--- src/rtl/ant_pheromone_table_if.sv ---
// Lookup/update/evaporation-status bundle for ant_pheromone_table.
// The slave modport is the table side; the master modport is the router side.
interface ant_pheromone_table_if #(
   parameter int unsigned NODES = 16,
   parameter int unsigned PORTS = 5
);
   localparam int unsigned DEST_W = (NODES > 1) ? $clog2(NODES) : 1;
   localparam int unsigned PORT_W = (PORTS > 1) ? $clog2(PORTS) : 1;

   logic              i_lookup_valid;
   logic              o_lookup_ready;
   logic [DEST_W-1:0] i_lookup_dest;
   logic [PORT_W-1:0] i_lookup_parent;
   logic              o_result_valid;
   logic [PORTS-1:0]  o_next_output;
   logic              i_update_valid;
   logic              o_update_ready;
   logic [DEST_W-1:0] i_update_dest;
   logic [PORT_W-1:0] i_update_parent;
   logic              o_evap_busy;

   modport slave (
      input  i_lookup_valid, i_lookup_dest, i_lookup_parent,
      input  i_update_valid, i_update_dest, i_update_parent,
      output o_lookup_ready, o_result_valid, o_next_output,
      output o_update_ready, o_evap_busy
   );

   modport master (
      output i_lookup_valid, i_lookup_dest, i_lookup_parent,
      output i_update_valid, i_update_dest, i_update_parent,
      input  o_lookup_ready, o_result_valid, o_next_output,
      input  o_update_ready, o_evap_busy
   );
endinterface

--- src/rtl/ant_pheromone_table.sv ---
// Per-router pheromone table: saturating counters per (destination, port), argmax lookup, reinforcement updates.
// Optional periodic evaporation sweep is built when ANT_PH_EVAP_EN is defined.
module ant_pheromone_table #(
   parameter int unsigned NODES       = 16,
   parameter int unsigned PORTS       = 5,
   parameter int unsigned PH_W        = 8,
   parameter int unsigned PH_INIT     = 128,
   parameter int unsigned PH_INC      = 4,
   parameter int unsigned PH_DEC      = 1,
   parameter int unsigned EVAP_PERIOD = 1024
) (
   input logic                  clk,
   input logic                  reset_n,
   ant_pheromone_table_if.slave bus
);
   localparam int unsigned DEST_W = (NODES > 1) ? $clog2(NODES) : 1;
   localparam int unsigned PORT_W = (PORTS > 1) ? $clog2(PORTS) : 1;
   localparam int unsigned COLS   = PORTS - 1;

   localparam logic [PH_W:0]   PH_MAX_X = (PH_W+1)'((1 << PH_W) - 1);
   localparam logic [PH_W:0]   PH_INC_X = (PH_W+1)'(PH_INC);
   localparam logic [PH_W:0]   PH_DEC_X = (PH_W+1)'(PH_DEC);
   localparam logic [PH_W-1:0] PH_INIT_V = PH_W'(PH_INIT);

   // column c holds the counter for port c+1
   logic [PH_W-1:0] r_table [NODES][COLS];

   logic              r_result_valid;
   logic [PORTS-1:0]  r_next_output;

   logic              w_upd_hit;
   logic              w_lookup_fire;
   logic              w_look_in_range;
   logic [PH_W-1:0]   w_upd_cur  [COLS];
   logic [PH_W-1:0]   w_upd_nxt  [COLS];
   logic [PH_W-1:0]   w_look_row [COLS];
   logic [PORTS-1:0]  w_onehot;
   logic              w_sweep_act;
   logic [DEST_W-1:0] w_sweep_row;

   assign bus.o_update_ready = 1'b1;
   assign bus.o_lookup_ready = ~bus.i_update_valid;
   assign bus.o_result_valid = r_result_valid;
   assign bus.o_next_output  = r_next_output;

   assign w_lookup_fire   = bus.i_lookup_valid & ~bus.i_update_valid;
   assign w_look_in_range = 32'(bus.i_lookup_dest) < NODES;
   assign w_upd_hit       = bus.i_update_valid
                          && (32'(bus.i_update_dest) < NODES)
                          && (bus.i_update_parent != '0)
                          && (32'(bus.i_update_parent) < PORTS);

   // row muxes for the update and lookup paths
   always_comb begin
      for (int c = 0; c < COLS; c++) begin
         w_upd_cur[c]  = '0;
         w_look_row[c] = '0;
      end
      for (int r = 0; r < NODES; r++) begin
         for (int c = 0; c < COLS; c++) begin
            if (DEST_W'(r) == bus.i_update_dest) w_upd_cur[c]  = r_table[r][c];
            if (DEST_W'(r) == bus.i_lookup_dest) w_look_row[c] = r_table[r][c];
         end
      end
   end

   // reinforce the parent column, decay the rest; one extra bit so nothing wraps
   always_comb begin : p_upd_math
      logic [PH_W:0] v_cur;
      logic [PH_W:0] v_sum;
      v_cur = '0;
      v_sum = '0;
      for (int c = 0; c < COLS; c++) begin
         v_cur = {1'b0, w_upd_cur[c]};
         v_sum = v_cur + PH_INC_X;
         if (PORT_W'(c + 1) == bus.i_update_parent)
            w_upd_nxt[c] = (v_sum > PH_MAX_X) ? PH_W'(PH_MAX_X) : PH_W'(v_sum);
         else
            w_upd_nxt[c] = (v_cur < PH_DEC_X) ? '0 : PH_W'(v_cur - PH_DEC_X);
      end
   end

   // argmax over non-parent ports, strict '>' keeps the lowest index on ties
   always_comb begin : p_argmax
      logic              v_found;
      logic [PH_W-1:0]   v_best_val;
      logic [PORT_W-1:0] v_best_idx;
      v_found    = 1'b0;
      v_best_val = '0;
      v_best_idx = '0;
      w_onehot   = '0;
      for (int k = 1; k < PORTS; k++) begin
         if (PORT_W'(k) != bus.i_lookup_parent) begin
            if (!v_found || (w_look_row[k-1] > v_best_val)) begin
               v_found    = 1'b1;
               v_best_val = w_look_row[k-1];
               v_best_idx = PORT_W'(k);
            end
         end
      end
      for (int k = 0; k < PORTS; k++)
         w_onehot[k] = w_look_in_range && (PORT_W'(k) == v_best_idx);
   end

   always_ff @(posedge clk or negedge reset_n) begin
      if (!reset_n) begin
         r_result_valid <= 1'b0;
         r_next_output  <= '0;
      end else begin
         r_result_valid <= w_lookup_fire;
         if (w_lookup_fire) r_next_output <= w_onehot;
      end
   end

`ifdef ANT_PH_EVAP_EN
   localparam int unsigned CNT_W = (EVAP_PERIOD > 1) ? $clog2(EVAP_PERIOD) : 1;

   typedef enum logic {ST_IDLE, ST_SWEEP} state_t;

   state_t            r_state;
   logic [CNT_W-1:0]  r_period_cnt;
   logic [DEST_W-1:0] r_sweep_row;
   logic              r_evap_busy;

   // free-running period counter; expiry while sweeping is dropped
   always_ff @(posedge clk or negedge reset_n) begin
      if (!reset_n) begin
         r_state      <= ST_IDLE;
         r_period_cnt <= '0;
         r_sweep_row  <= '0;
         r_evap_busy  <= 1'b0;
      end else begin
         r_period_cnt <= (r_period_cnt == CNT_W'(EVAP_PERIOD - 1)) ? '0
                                                                   : r_period_cnt + CNT_W'(1);
         case (r_state)
            ST_IDLE: begin
               if (r_period_cnt == CNT_W'(EVAP_PERIOD - 1)) begin
                  r_state     <= ST_SWEEP;
                  r_sweep_row <= '0;
                  r_evap_busy <= 1'b1;
               end
            end
            ST_SWEEP: begin
               if (r_sweep_row == DEST_W'(NODES - 1)) begin
                  r_state     <= ST_IDLE;
                  r_evap_busy <= 1'b0;
               end else begin
                  r_sweep_row <= r_sweep_row + DEST_W'(1);
               end
            end
            default: begin
               r_state     <= ST_IDLE;
               r_evap_busy <= 1'b0;
            end
         endcase
      end
   end

   assign w_sweep_act     = (r_state == ST_SWEEP);
   assign w_sweep_row     = r_sweep_row;
   assign bus.o_evap_busy = r_evap_busy;
`else
   // EVAP_PERIOD only matters when the sweep is built
   assign w_sweep_act     = 1'b0 & (EVAP_PERIOD != 0);
   assign w_sweep_row     = '0;
   assign bus.o_evap_busy = 1'b0;
`endif

   // table write: an update to a row overrides that row's evaporation
   always_ff @(posedge clk or negedge reset_n) begin
      if (!reset_n) begin
         for (int r = 0; r < NODES; r++)
            for (int c = 0; c < COLS; c++)
               r_table[r][c] <= PH_INIT_V;
      end else begin
         for (int r = 0; r < NODES; r++) begin
            if (w_upd_hit && (DEST_W'(r) == bus.i_update_dest)) begin
               for (int c = 0; c < COLS; c++) r_table[r][c] <= w_upd_nxt[c];
            end else if (w_sweep_act && (DEST_W'(r) == w_sweep_row)) begin
               for (int c = 0; c < COLS; c++)
                  r_table[r][c] <= (r_table[r][c] == '0) ? '0 : r_table[r][c] - PH_W'(1);
            end
         end
      end
   end
endmodule

--- src/flat_wrapper.sv ---
// flat-port wrapper written by rule: the top's interface ports become plain ports
module ant_pheromone_table_flat 
#(
   parameter int unsigned NODES       = 16,
   parameter int unsigned PORTS       = 5,
   parameter int unsigned PH_W        = 8,
   parameter int unsigned PH_INIT     = 128,
   parameter int unsigned PH_INC      = 4,
   parameter int unsigned PH_DEC      = 1,
   parameter int unsigned EVAP_PERIOD = 1024
)
  (clk, reset_n, bus_i_lookup_valid, bus_i_lookup_dest, bus_i_lookup_parent, bus_i_update_valid, bus_i_update_dest, bus_i_update_parent, bus_o_lookup_ready, bus_o_result_valid, bus_o_next_output, bus_o_update_ready, bus_o_evap_busy);
  ant_pheromone_table_if #(.NODES(NODES), .PORTS(PORTS)) bus_i ();
  input logic clk;
  input logic reset_n;
  input wire logic [$bits(bus_i.i_lookup_valid)-1:0] bus_i_lookup_valid;
  input wire logic [$bits(bus_i.i_lookup_dest)-1:0] bus_i_lookup_dest;
  input wire logic [$bits(bus_i.i_lookup_parent)-1:0] bus_i_lookup_parent;
  input wire logic [$bits(bus_i.i_update_valid)-1:0] bus_i_update_valid;
  input wire logic [$bits(bus_i.i_update_dest)-1:0] bus_i_update_dest;
  input wire logic [$bits(bus_i.i_update_parent)-1:0] bus_i_update_parent;
  output wire logic [$bits(bus_i.o_lookup_ready)-1:0] bus_o_lookup_ready;
  output wire logic [$bits(bus_i.o_result_valid)-1:0] bus_o_result_valid;
  output wire logic [$bits(bus_i.o_next_output)-1:0] bus_o_next_output;
  output wire logic [$bits(bus_i.o_update_ready)-1:0] bus_o_update_ready;
  output wire logic [$bits(bus_i.o_evap_busy)-1:0] bus_o_evap_busy;
  assign bus_i.i_lookup_valid = bus_i_lookup_valid;
  assign bus_i.i_lookup_dest = bus_i_lookup_dest;
  assign bus_i.i_lookup_parent = bus_i_lookup_parent;
  assign bus_i.i_update_valid = bus_i_update_valid;
  assign bus_i.i_update_dest = bus_i_update_dest;
  assign bus_i.i_update_parent = bus_i_update_parent;
  assign bus_o_lookup_ready = bus_i.o_lookup_ready;
  assign bus_o_result_valid = bus_i.o_result_valid;
  assign bus_o_next_output = bus_i.o_next_output;
  assign bus_o_update_ready = bus_i.o_update_ready;
  assign bus_o_evap_busy = bus_i.o_evap_busy;
  ant_pheromone_table #(.NODES(NODES), .PORTS(PORTS), .PH_W(PH_W), .PH_INIT(PH_INIT), .PH_INC(PH_INC), .PH_DEC(PH_DEC), .EVAP_PERIOD(EVAP_PERIOD)) u_core (.clk(clk), .reset_n(reset_n), .bus(bus_i));
endmodule
--- config.mk ---
export PLATFORM = sky130hd
export DESIGN_NAME = ant_pheromone_table_flat
export DESIGN_NICKNAME = d
export VERILOG_FILES = /design/src/rtl/ant_pheromone_table_if.sv /design/src/rtl/ant_pheromone_table.sv /design/src/flat_wrapper.sv
export SDC_FILE = /design/constraint.sdc
export NUM_CORES = 1
export LEC_CHECK = 0
export ABC_AREA = 1
export CORE_MARGIN = 2
export CORE_UTILIZATION = 50
export CTS_BUF_LIST = sky130_fd_sc_hd__clkbuf_8 sky130_fd_sc_hd__clkbuf_16
export CTS_CLUSTER_SIZE = 12
export DETAILED_ROUTE_END_ITERATION = 8
export PLACE_DENSITY_LB_ADDON = 0.05
export SYNTH_ARGS = -nofsm -noshare
export SYNTH_HDL_FRONTEND = slang
export SYNTH_SLANG_ARGS = --single-unit
--- constraint.sdc ---
create_clock -name clk -period 9.8 [get_ports clk]
set_input_delay 1.96 -clock clk [delete_from_list [all_inputs] [get_ports clk]]
set_output_delay 1.96 -clock clk [all_outputs]
set_load 0.02 [all_outputs]
==> flow_summary.yaml, run 1 <==
sta:
  timing.hold.ws_ns: 0.468
  period_needed_ns: 8.71
  setup_viol: 0
  worstMarginPinSlew_ns: 1.29
  skew_ns: 0.0248
  final-max-slew-violation-count: 0
  max_freq_mhz: 115
  fin_ws_ns: 1.09
  period_share_pct: 88.9
  relSlewSlack_pct: 13.5
  rsz0062_at_grt: "false"
  hold_viol: 0
  finalSetupTns_ns: 0
run_status:
  status: "completed"
clock_network:
  ctsResizeCount: 0
  postCtsHoldBufs: 0
  cts_made_buffers: 59
  cts_tree: "built"
  clk_pin_slew_ns: 0.06
  clk_latency_ns: 0.64
  htreeDepth: 2
  clock_sinks: 518
  clockRootBuffer: "clkbuf_16"
  post-cts-setup-buffers: 0
  clockBufferDepth: 3
worst_setup_path:
  endpoint_kind: "flop"
  critPathLaunchType: "input pin"
  r2r_end: "u_core.bus.o_next_output[2]"
  crit_path_max_fanout: 23
  critPathCapture: "u_core.bus.o_next_output[2]"
  r2r_cells: 43
  crit_top_cell: "nor2_1"
  r2r_start: "u_core.r_table[505]"
  crit_type: "in2reg"
  cp.arrival_ns: 9.25
  reg2reg_slack_ns: 3.17
  critPathLaunch: "bus_i_lookup_dest[1]"
  critPathMaxStageDelay_ns: 0.56
  required_ns: 10.34
  cp_slowest_cell: "clkdlybuf4s50_1"
routing:
  vias_per_cell: 5.70
  drc: 0
  wl_per_cell_um: 20.8
  vias: 29500
  routed_wl_um: 108000
  drtPass1Iterations: 6
  ant_nets: 0
  drtIter0Drc: 3252
synth:
  yosysSeqAreaShare_pct: 42.9
  synth-async-reset-ratio_pct: 100
  synthTopCellsByCount: "nand2_1 (2116), dfrtp_1 (454), inv_1 (290)"
  synth.area.top_cells: "dfrtp_1 (37%), nand2_1 (26%), dfstp_2 (5.5%)"
  synth.distinct_cells: 54
  syn_area_per_cell_sq_um: 6.88
  yosysTopAreaCell: "dfrtp_1"
  yosysWarnings: 0
  synth_fp_nets: 4477
  synth_cells: 4415
  synth_enable_flop_cells: 0
  synth_most_common_cell: "nand2_1"
  synth_ff_type: "dfrtp_1"
  synthDominantCellAreaShare_pct: 37.4
  syn_area_sq_mm: 0.0304
  synth-seq-cells: 518
global_routing:
  grt_pass1_vias: 27600
  grt_pass1_wl_um: 168000
  grt_overflow_total: 0
  grt_max_degree: 128
  grt_util_all_layers_pct: 34.6
  antenna_found_initial: 0
floorplanning:
  io_pins: 27
  die_w_um: 251
  die-area_sq_mm: 0.0628
  start_util_pct: 50.4
  die_h_um: 251
  rows: 90
  core_sq_mm: 0.0602
final_layout:
  fin_nets: 4406
  post-route-util_pct: 54.9
  diodes: 0
  area_growth_syn_to_layout_pct: 8.77
  drive_gt1_share_pct: 9.08
place:
  numPortBuffers: 24
  dp_hpwl_um: 75200
  place_ws_ns: 0.460
  place.gp.congestion: 0.935
worst_hold_path:
  hold_path.class: "reg2reg"
power:
  p_per_area_mw_per_mm2: 253
  ir_drop_mv: 0.154
  power_leakage_nw: 16.6
job:
  drv_cap: 0
cell usage in the layout, fill, tap and decap left out, types with 15 or more instances in the layout:
master	synthesis	routed
nand2_1	2116	2116
dfrtp_1	454	454
inv_1	290	308
nor2_1	281	249
nand3_1	214	214
a21oi_1	145	145
o21ai_0	116	116
nand4_1	106	106
buf_4	21	75
dfstp_2	64	64
clkbuf_16	0	60
nor2_2	17	47
ha_1	44	44
nand2_2	41	41
o2111ai_1	32	32
a31oi_1	31	31
or2_2	30	30
a221oi_1	29	29
o211ai_1	24	24
clkdlybuf4s50_1	0	23
inv_2	17	17
o22ai_1	16	16
xor2_1	16	16
o21ai_1	15	15
clkinv_2	0	15
worst min path at each step:
stage	start	slack [ns]	cells after the start	end
floorplan	u_core.r_table[391]	0.45	2	u_core.r_table[391]
global placement	u_core.r_table[455]	0.45	2	u_core.r_table[455]
detailed placement	u_core.r_table[455]	0.46	2	u_core.r_table[455]
CTS	u_core.r_table[455]	0.47	2	u_core.r_table[455]
global route	u_core.r_table[23]	0.49	2	u_core.r_table[23]
finish	u_core.r_table[455]	0.47	2	u_core.r_table[455]
kinds of logic after synthesis:
group                    share of synthesized area, %
AND/OR/NAND/NOR                                  38.3
buffers and inverters                            7.73
flip-flops                                       42.9
AO/OA/AOI/OAI                                    8.70
adder cells (fa/ha/maj)                          1.81
XOR/XNOR                                        0.519
other                                          0.0247
layout make-up:
type	instances	area, sq um
inverter	318	1190
clock inverter	39	244
timing repair buffer	100	828
multi-input combinational	3347	15100
clock buffer	73	1680
sequential	518	13000
tap	782	978
fill	5949	27200
report_power, final:
part	switching (mW)	total (mW)	internal, mW	leakage (nW)
Combinational	1.83	2.64	0.809	9.08
Sequential	0.590	3.52	2.93	6.48
Clock	0.942	2.20	1.26	1.03
stage by stage:
stage / power, mW / cells / area, sq um
floorplan: 5.24 / 4415 / 30400
global placement: 6.11 / 5065 / 31100
detailed placement: 6.13 / 5065 / 31100
CTS: 8.34 / 5177 / 33100
global route: 8.87 / 5177 / 33100
finish: 8.35 / 5177 / 33100
metal layers:
layer | vias to the layer above | global-route usage (%) | wire length [um]
met5 | - | 0 | 0
met4 | 0 | 12.7 | 4090
met3 | 244 | 3.31 | 7810
met2 | 1252 | 54.3 | 49100
met1 | 14100 | 49.7 | 46900
li1 | 13900 | - | -
worst max-delay path, delay by kind of cell:
family | cells | cell delay [ns]
compound gates | 18 | 2.77
simple gates | 18 | 2.15
buf+inv | 8 | 1.58
fa+ha+maj | 3 | 0.78
sequential cells by signal, summed over array words and instances, names as in the netlist:
register                   count
u_core.r_table               512
u_core.bus.o_next_output       5
u_core.bus.o_result_valid      1
Power figures use the tool's default switching activity.
==> run 2, diff against run 1 <==
CORE_MARGIN = default   (was 2)
SLEW_MARGIN = 40   (was default)
==> run 2 against run 1 <==
Net effect:
- count of clock-buffer cells in the layout increased by 6
- sequential power is essentially flat
- design area is 0.51% higher
- combinational power about the same
- power is 0.34% higher
- first-iteration DRC count decreased by 5.7%
- die area is 1.6% lower
- global-route usage is 0.41 points higher
- via count down 0.97%
==> flow_summary.yaml, run 2 (synthesis results as in run 1) <==
run_status:
  status: "completed"
sta:
  setup_viol: 0
  final-max-slew-violation-count: 0
  timing.hold.ws_ns: 0.471
  max_freq_mhz: 116
  skew_ns: 0.0159
  period_needed_ns: 8.60
  finalSetupTns_ns: 0
  hold_viol: 0
  rsz0062_at_grt: "false"
  worstMarginPinSlew_ns: 0.851
  period_share_pct: 87.7
  relSlewSlack_pct: 43.2
  fin_ws_ns: 1.20
power:
  total_power_mw: 8.38
  seqPwrFrac_pct: 42.0
  power_leakage_nw: 16.7
  p_int_mw: 5.02
  p_switching_mw: 3.36
  clock_power_share_pct: 26.4
  p_sw_share_pct: 40.1
  combinationalPowerShare_pct: 31.7
  p_per_area_mw_per_mm2: 252
  ir_drop_mv: 0.203
clock_network:
  clock_sinks: 518
  clk_pin_slew_ns: 0.06
  clockBufferDepth: 3
  cts_made_buffers: 59
  postCtsHoldBufs: 0
  clk_latency_ns: 0.64
  post-cts-setup-buffers: 0
  clockRootBuffer: "clkbuf_16"
  ctsResizeCount: 0
  cts_tree: "built"
  htreeDepth: 2
floorplanning:
  die-area_sq_mm: 0.0618
  rows: 90
  core_sq_mm: 0.0602
  start_util_pct: 50.4
  die_h_um: 249
  die_w_um: 249
  io_pins: 27
final_layout:
  multi_input_area_sq_mm: 0.0151
  regMostFlops: "u_core.r_table"
  fin_nets: 4412
  final_common_cell: "nand2_1"
  final_cell_area_sq_mm: 0.0332
  filler_cell_count: 5864
  area_growth_syn_to_layout_pct: 9.32
  diodes: 0
  largest_reg_flops: 512
  regArea_sq_mm: 0.0130
  drive_gt1_share_pct: 9.19
  final_cell_mix: "nand2_1 (2116), dfrtp_1 (454), inv_1 (311), nor2_1 (250), nand3_1 (214)"
routing:
  vias: 29200
  vias_per_cell: 5.64
  drc: 0
  drtPass1Iterations: 6
  routed_wl_um: 108000
  drtIter0Drc: 3066
  wl_per_cell_um: 20.8
  ant_nets: 0
worst_setup_path:
  crit_top_cell: "nand2_1"
  endpoint_kind: "flop"
  required_ns: 10.36
  cp_slowest_cell: "clkdlybuf4s50_1"
  path_depth: 47
  cp.arrival_ns: 9.15
  cp_top_family: "compound AO/OA/AOI/OAI gates"
  r2r_cells: 44
  critPathMaxStageDelay_ns: 0.48
  crit_type: "in2reg"
  critPathLaunchType: "input pin"
  reg2reg_slack_ns: 3.11
  crit_buf_inv: 9
  crit_path_max_fanout: 15
job:
  drv_cap: 0
place:
  place_ws_ns: 0.523
  numPortBuffers: 24
  place.gp.congestion: 0.946
  dp_hpwl_um: 75100
  place_area_sq_mm: 0.0313
global_routing:
  grt_pass1_vias: 27500
  grt_pass1_wl_um: 167000
  grt_util_all_layers_pct: 35.0
  grt_max_degree: 101
  antenna_found_initial: 0
  grt_overflow_total: 0
worst_hold_path:
  hold_path.class: "reg2reg"
  holdPathStages: 2
[run 2: per-layer routing]
metal / track usage [%] / vias up / wire [um]
met5: 0 / - / 0
met4: 14.4 / 0 / 4640
met3: 4.31 / 255 / 7450
met2: 54.9 / 1160 / 48700
met1: 49.0 / 13900 / 47000
li1: - / 13900 / -
[run 2: layout make-up]
type / instances / area share [%]
clock buffer: 79 / 5.31
sequential: 518 / 39.3
clock inverter: 29 / 0.490
multi-input combinational: 3347 / 45.5
inverter: 318 / 3.62
tap: 782 / 2.94
timing repair buffer: 106 / 2.88
[run 2: worst paths after layout]
path / startpoint / end
setup / recovery: bus_i_lookup_dest[1] / u_core.bus.o_next_output[2]
setup reg to reg: u_core.r_table[505] / u_core.bus.o_next_output[2]
hold / removal: u_core.r_table[311] / u_core.r_table[311]
min in group asynchronous: reset_n / u_core.r_table[385]
max in group asynchronous: reset_n / u_core.r_table[5]
hold reg to reg: u_core.r_table[311] / u_core.r_table[311]
[run 2: through the flow]
| stage | utilization, % | std cells |
|---|---|---|
| after CTS | 55.2 | 5179 |
| after global placement | 51.8 | 5069 |
| after global routing | 55.2 | 5179 |
| after floorplan | - | 4415 |
| final | 55.2 | 5179 |
| after detailed placement | 52.0 | 5071 |
[run 2: worst register-to-register path: cells and delay by family (launching register included)]
| kind | cells | cell delay, ns |
|---|---|---|
| adders and majority gates | 3 | 0.83 |
| buffers and inverters | 6 | 0.86 |
| and+or+nand+nor | 20 | 2.08 |
| DFF | 1 | 0.41 |
| AOI/OAI and AO/OA | 15 | 2.46 |
[run 2: power by group through the flow]
stage / clock [mW] / combinational (mW) / sequential, mW
after detailed placement: 0 / 2.64 / 3.51
after global placement: 0 / 2.60 / 3.52
final: 2.21 / 2.65 / 3.52
after floorplan: 0 / 1.89 / 3.35
after CTS: 2.23 / 2.65 / 3.49
after global routing: 2.31 / 2.98 / 3.60
